<file path="config.mk">
export PLATFORM = sky130hd
export DESIGN_NAME = acc_cpu_sequencer
export DESIGN_NICKNAME = d
export VERILOG_FILES = /design/src/rtl/acc_cpu_sequencer.sv
export SDC_FILE = /design/constraint.sdc
export NUM_CORES = 1
export LEC_CHECK = 0
export BUFFER_PORTS_ARGS = -buffer_cell sky130_fd_sc_hd__buf_2
export CORE_MARGIN = 5
export CORE_UTILIZATION = 50
export DETAILED_ROUTE_END_ITERATION = 16
export PLACE_DENSITY_LB_ADDON = 0.25
export SLEW_MARGIN = 10
export SYNTH_ARGS = -nofsm -noshare
export SYNTH_HDL_FRONTEND = slang
export SYNTH_SLANG_ARGS = --single-unit
</file>
<file path="constraint.sdc">
create_clock -name clk -period 3.06 [get_ports clk]
set_input_delay 0.918 -clock clk [delete_from_list [all_inputs] [get_ports clk]]
set_output_delay 0.918 -clock clk [all_outputs]
set_load 0.02 [all_outputs]
</file>
<file path="src/rtl/acc_cpu_sequencer.sv">
// Program sequencer for the 8-bit accumulator datapath: fetches 13-bit instructions
// over a req/ack handshake, holds the pc and flags, and resolves jumps, branches and halt.
module acc_cpu_sequencer #(
  parameter int PC_WIDTH      = 8,
  parameter int FETCH_TIMEOUT = 16
) (
  input  logic                clk,
  input  logic                rst_n,
  input  logic                start,
  output logic                imem_req,
  output logic [PC_WIDTH-1:0] imem_addr,
  input  logic                imem_ack,
  input  logic [12:0]         imem_data,
  output logic [10:0]         ir_data,
  output logic                ir_load,
  output logic                acc_load,
  output logic                fetch,
  input  logic                zero_in,
  input  logic                carry_in,
  input  logic                neg_in,
  input  logic                ovf_in,
  output logic [3:0]          flags,
  output logic [PC_WIDTH-1:0] pc,
  output logic                busy,
  output logic                halted,
  output logic                fault
);

  localparam logic [2:0] S_IDLE   = 3'd0;
  localparam logic [2:0] S_FETCH  = 3'd1;
  localparam logic [2:0] S_DECODE = 3'd2;
  localparam logic [2:0] S_EXEC   = 3'd3;
  localparam logic [2:0] S_HALT   = 3'd4;

  localparam logic [1:0] C_ALU = 2'b00;
  localparam logic [1:0] C_JMP = 2'b01;
  localparam logic [1:0] C_BR  = 2'b10;

  localparam int                CNT_W    = $clog2(FETCH_TIMEOUT + 1);
  localparam logic [CNT_W-1:0]  CNT_LAST = CNT_W'(FETCH_TIMEOUT - 1);

  logic [2:0]          state;
  logic [12:0]         instr;
  logic [CNT_W-1:0]    wait_cnt;
  logic [1:0]          instr_class;
  logic [2:0]          opcode;
  logic [PC_WIDTH-1:0] target;
  logic [PC_WIDTH-1:0] pc_next_seq;
  logic                br_taken;

  assign instr_class = instr[12:11];
  assign opcode      = instr[10:8];
  assign target      = PC_WIDTH'(instr[7:0]);
  assign pc_next_seq = pc + PC_WIDTH'(1);
  // flags is {ovf, neg, carry, zero}, so opcode[1:0] indexes the tested flag directly.
  assign br_taken    = flags[opcode[1:0]] ^ opcode[2];

  // Every output is a decode of registered state, so no input reaches a strobe combinationally.
  assign fetch     = (state == S_FETCH);
  assign imem_req  = (state == S_FETCH);
  assign imem_addr = pc;
  assign ir_load   = (state == S_DECODE);
  assign acc_load  = (state == S_EXEC);
  assign busy      = (state == S_FETCH) || (state == S_DECODE) || (state == S_EXEC);
  assign halted    = (state == S_HALT);
  assign ir_data   = instr[10:0];

  // NOTE: all state updates use non-blocking assignment so every register sees
  // pre-edge values; the instruction latch is reset too so ir_data is defined from power-up.
  always_ff @(posedge clk or negedge rst_n) begin
    if (!rst_n) begin
      state    <= S_IDLE;
      pc       <= '0;
      flags    <= '0;
      fault    <= 1'b0;
      instr    <= '0;
      wait_cnt <= '0;
    end else begin
      // The wait counter idles at zero outside FETCH, which clears it on every entry.
      wait_cnt <= '0;
      case (state)
        S_IDLE: begin
          if (start) state <= S_FETCH;
        end
        S_FETCH: begin
          if (imem_ack) begin
            instr <= imem_data;
            state <= S_DECODE;
          end else if (wait_cnt == CNT_LAST) begin
            fault <= 1'b1;
            state <= S_HALT;
          end else begin
            wait_cnt <= wait_cnt + CNT_W'(1);
          end
        end
        S_DECODE: begin
          case (instr_class)
            C_ALU: state <= S_EXEC;
            C_JMP: begin
              pc    <= target;
              state <= S_FETCH;
            end
            C_BR: begin
              pc    <= br_taken ? target : pc_next_seq;
              state <= S_FETCH;
            end
            default: state <= S_HALT;
          endcase
        end
        S_EXEC: begin
          flags <= {ovf_in, neg_in, carry_in, zero_in};
          pc    <= pc_next_seq;
          state <= S_FETCH;
        end
        S_HALT: begin
          if (start) begin
            pc    <= '0;
            flags <= '0;
            fault <= 1'b0;
            state <= S_FETCH;
          end
        end
        default: state <= S_IDLE;
      endcase
    end
  end

endmodule
</file>
==> results.json, run 1 <==
{
  "die_y_um": 71.2,
  "synth_area_um2": 1880,
  "status": "finished clean",
  "p_leak_nw": 1.07,
  "layout.nets": 249,
  "tightest_slew_ns": 0.756,
  "avgSynthCellArea_um2": 10.1,
  "min_period_ns": 2.50,
  "area_growth_syn_to_layout_pct": 13.3,
  "worstSkewPairLatency_ns": 0.28,
  "slew_violations": 0,
  "path_clk_slew_ns": 0.07,
  "power_density_nw_per_um2": 1170,
  "yosys.area.top_type": "dfrtp_1",
  "placed_cells": 267,
  "synth_cell_type_count": 38,
  "syn_inst": 185,
  "hold_ws_ns": 0.465,
  "cts_buffer_depth": 2,
  "synth_edf_count": 0,
  "std_cell_rows": 22,
  "grt_pass1_wl_um": 6730,
  "stdcell_count": 274,
  "hold_viol": 0,
  "post_drt_wl_per_cell_um": 14.2,
  "yosys_warnings": 0,
  "wirelength_um": 3880,
  "post_cts_buffers": 0,
  "start_util": 0.512,
  "ant_nets": 0,
  "startpoint_type": "register",
  "syn_nets": 208,
  "antenna_found_initial": 0,
  "cts_max_level": 2,
  "cts_hold_buf": 0,
  "required_ns": 2.14,
  "drc": 0,
  "cts_buffers": 5,
  "core_region_area_um2": 3660,
  "tns_ns": 0,
  "drive_gt1_frac": 0.367,
  "grt-ovfl-total": 0,
  "die_area_um2": 5080,
  "synthArstFlopShare": 1.00,
  "yosys.area.top_type_share": 0.454,
  "ctsResizeCount": 0,
  "ff_latch_area_um2": 851,
  "cts_sinks": 34,
  "maxCapViolations": 0,
  "via_per_inst": 5.31,
  "cts_tree": "built",
  "grt_max_degree": 35,
  "gp_congestion": 0.813,
  "reg2reg_from": "state[2]",
  "clock_skew_ns": 0.00604,
  "cp_max_fo": 8,
  "ys_top_cells_by_area": "dfrtp_1 45%, buf_4 8.8%, mux2_2 7.8%, xor2_1 3.7%, nand2_1 3.6%",
  "drt_pass1_iterations": 4,
  "filler_cell_count": 328,
  "min_period_over_period": 0.818,
  "postLayoutCellArea_um2": 2130,
  "grt_pass1_vias": 1484,
  "crit_arrival_ns": 1.58,
  "cts-root-buf": "clkbuf_8",
  "seq_area_frac_synth": 0.454,
  "totalPowerFinal_mw": 2.48,
  "io_buffers": 58,
  "grt_setup_unrepaired": "no",
  "n_antenna_cell": 0,
  "layout_common_cells": "58 x buf_2, 34 x dfrtp_1, 18 x nand2_1, 15 x nor2_1, 13 x mux2_2",
  "min_from": "wait_cnt[0]",
  "io_pins": 59,
  "fp.dieW_um": 71.2,
  "worst_setup_path_end_kind": "primary output",
  "drt_iter0_markers": 84,
  "slew-limit-headroom": 0.496,
  "startpoint": "state[0]",
  "ys_ff_latch": 34,
  "dp_hpwl_um": 2890,
  "grtUsageTotal": 0.165,
  "critPathKind": "register to primary output",
  "setup_viol": 0,
  "ir_drop_mv": 0.635,
  "ys.flop_type": "dfrtp_1",
  "placed_area_um2": 2050,
  "num_vias": 1455,
  "multiInputGateArea_um2": 833,
  "clock.fmax_mhz": 400,
  "worst_hold_path_type": "register to register",
  "layout_commonest_cell": "buf_2"
}
[through the flow]
step	utilization	setup WS [ns]
finish	0.581	0.558
global route	0.581	0.442
CTS	0.581	0.556
detailed placement	0.560	0.870
global placement	0.560	0.859
floorplan	-	0.798
[final cells by class]
type,instances,area share
Sequential cell,34,0.400
Multi-Input combinational cell,124,0.392
Timing Repair Buffer,59,0.140
Clock buffer,7,0.0359
Tap cell,48,0.0283
Inverter,2,0.00353
[sequential cells by signal, summed over array words and instances, names as in the netlist]
register   flops
fault          1
instr         13
wait_cnt       5
state          3
imem_addr      8
flags          4
[worst paths after layout]
| check | to | slack, ns | cells after the start |
|---|---|---|---|
| max | acc_load | 0.56 | 4 |
| min | wait_cnt[0] | 0.47 | 1 |
| max reg2reg | instr[2] | 1.02 | 3 |
| min reg2reg | wait_cnt[0] | 0.47 | 1 |
| max in group asynchronous | instr[6] | 1.87 | 1 |
| min in group asynchronous | fault | 0.70 | 1 |
[routing by layer]
layer,up-vias,track usage,wire (µm)
met5,-,0,0
met4,0,0.0418,17
met3,2,0.0561,314
met2,56,0.247,1760
met1,681,0.230,1790
li1,716,-,-
[power breakdown]
group          internal, mW  total (mW)  leakage [nW]  switching [mW]
logic                 0.548        1.31         0.609           0.765
clock network         0.156       0.303        0.0383           0.147
registers             0.636       0.863         0.424           0.227
[cells in the mapped netlist (2+ instances only)]
cell type,instances
nor3_1,4
nand2b_1,2
nand2_1,18
o211ai_1,3
o22ai_1,5
nor2_1,15
a21oi_1,7
nand3_1,6
and2_1,3
dfrtp_1,34
o21ai_0,11
mux2i_1,3
buf_4,22
and3_2,2
o221ai_1,2
ha_1,2
inv_1,2
o32a_1,3
o21a_1,2
mux2_2,13
clkbuf_1,2
xor2_1,8
[worst max-delay path, cell delays in order (launching register included)]
cell	delay [ns]
dfrtp_1	0.47
and2_0	0.35
nand2b_1	0.11
inv_1	0.17
buf_2	0.20
[cell families after synthesis]
family          Yosys count  synth area share
simple gates             58             0.148
compound gates           37             0.126
flops                    34             0.454
buf+inv                  27             0.102
mux                      17             0.106
xor+xnor                 10            0.0507
fa+ha+maj                 2            0.0133
No activity file was read; power rests on OpenSTA's default activity.
==> run 2, diff against run 1 <==
==> constraint.sdc (replaced) <==
create_clock -name clk -period 2.57 [get_ports clk]
set_input_delay 0.771 -clock clk [delete_from_list [all_inputs] [get_ports clk]]
set_output_delay 0.771 -clock clk [all_outputs]
set_load 0.02 [all_outputs]
==> run 2 against run 1 <==
Sequential share of layout area is 0.28 points lower. Final area rose by 0.71%. Routed wire length rose by 1.7%. Clock power up 33%. Core utilization increased by 0.41 points. Clock-buffer cell count did not move. Combinational power up 18%.
==> results.json, run 2 (synthesized netlist as in run 1, its figures left out) <==
{
  "status": "finished clean",
  "gp_congestion": 0.849,
  "grtUsageTotal": 0.165,
  "worst_setup_path_end_kind": "primary output",
  "wirelength_um": 3940,
  "cts_buffers": 5,
  "worstSkewPairLatency_ns": 0.28,
  "critPathKind": "register to primary output",
  "num_vias": 1450,
  "fp.dieW_um": 71.2,
  "dp_hpwl_um": 2990,
  "post_cts_buffers": 0,
  "ir_drop_mv": 0.705,
  "cts_max_level": 2,
  "cts-root-buf": "clkbuf_8",
  "core_region_area_um2": 3660,
  "die_y_um": 71.2,
  "min_from": "wait_cnt[0]",
  "clock_skew_ns": 0.00435,
  "grt-ovfl-total": 0,
  "p_leak_nw": 1.08,
  "slew_violations": 0,
  "layout_common_cells": "58 x buf_2, 34 x dfrtp_1, 18 x nand2_1, 15 x nor2_1, 13 x mux2_2",
  "drive_gt1_frac": 0.374,
  "io_buffers": 58,
  "drc": 0,
  "maxCapViolations": 0,
  "ctsResizeCount": 0,
  "power_density_nw_per_um2": 1390,
  "cp_max_fo": 8,
  "layout.nets": 249,
  "crit_arrival_ns": 1.54,
  "n_antenna_cell": 0,
  "regMostFlops": "instr",
  "grt_pass1_vias": 1366,
  "drt_iter0_markers": 111,
  "start_util": 0.512,
  "io_pins": 59,
  "drt_pass1_iterations": 4,
  "min_period_over_period": 0.901,
  "area_growth_syn_to_layout_pct": 14.1,
  "totalPowerFinal_mw": 2.98,
  "reg2reg_from": "state[2]",
  "min_period_ns": 2.32,
  "via_per_inst": 5.27,
  "grt_setup_unrepaired": "no",
  "cts_sinks": 34,
  "std_cell_rows": 22,
  "cts_buffer_depth": 2,
  "required_ns": 1.80,
  "die_area_um2": 5080,
  "grt_max_degree": 35,
  "filler_cell_count": 320,
  "post_drt_wl_per_cell_um": 14.3,
  "grt_pass1_wl_um": 6660,
  "startpoint": "state[0]",
  "hold_viol": 0,
  "cts_tree": "built",
  "worst_hold_path_type": "register to register",
  "layout_commonest_cell": "buf_2",
  "tns_ns": 0,
  "tightest_slew_ns": 0.741,
  "antenna_found_initial": 0,
  "cts_hold_buf": 0,
  "setup_viol": 0,
  "slew-limit-headroom": 0.506,
  "clock.fmax_mhz": 432,
  "path_clk_slew_ns": 0.07,
  "largest_reg_flops": 13,
  "ant_nets": 0,
  "startpoint_type": "register"
}
-- run 2: cell types whose count changed in the layout (fill, tap and decap cells not counted), sizes merged --
cell,before,now
clkinv,0,1
-- run 2: power breakdown --
part,internal (mW),switching [mW]
sequential,0.758,0.270
combinational,0.651,0.901
clock,0.216,0.187
-- run 2: final cells by class --
type,count,area (µm²),share of cell area
Multi-Input combinational cell,124,833,0.389
Timing Repair Buffer,59,298,0.139
Tap cell,48,60.1,0.0281
Inverter,2,7.51,0.00351
Clock buffer,7,86.3,0.0403
Clock inverter,1,5.00,0.00234
Sequential cell,34,851,0.397
-- run 2: final timing paths --
check	cells past startpoint	slack (ns)	endpoint
max	4	0.25	acc_load
min	1	0.46	wait_cnt[0]
max reg2reg	3	0.49	instr[3]
min reg2reg	1	0.46	wait_cnt[0]
max in group asynchronous	1	1.55	flags[1]
min in group asynchronous	1	0.54	fault
-- run 2: per-stage QoR --
| step | hold WS [ns] | cells | setup slack [ns] | area, µm² | utilization |
|---|---|---|---|---|---|
| floorplan | 0.433 | 185 | 0.433 | 1880 | - |
| global placement | 0.450 | 267 | 0.452 | 2050 | 0.560 |
| detailed placement | 0.453 | 267 | 0.472 | 2050 | 0.560 |
| CTS | 0.462 | 275 | 0.253 | 2140 | 0.585 |
| global route | 0.501 | 275 | 0.134 | 2140 | 0.585 |
| finish | 0.457 | 275 | 0.254 | 2140 | 0.585 |
-- run 2: critical path, stage by stage, from the launching register on --
cell and delay [ns]:
dfrtp_1 0.45, and2_0 0.35, nand2b_1 0.11, inv_1 0.16, buf_2 0.19
-- run 2: routing by layer --
metal | share of wire | global-route usage
met5 | 0 | 0
met4 | 0.012 | 0.0501
met3 | 0.068 | 0.0589
met2 | 0.46 | 0.245
met1 | 0.46 | 0.226
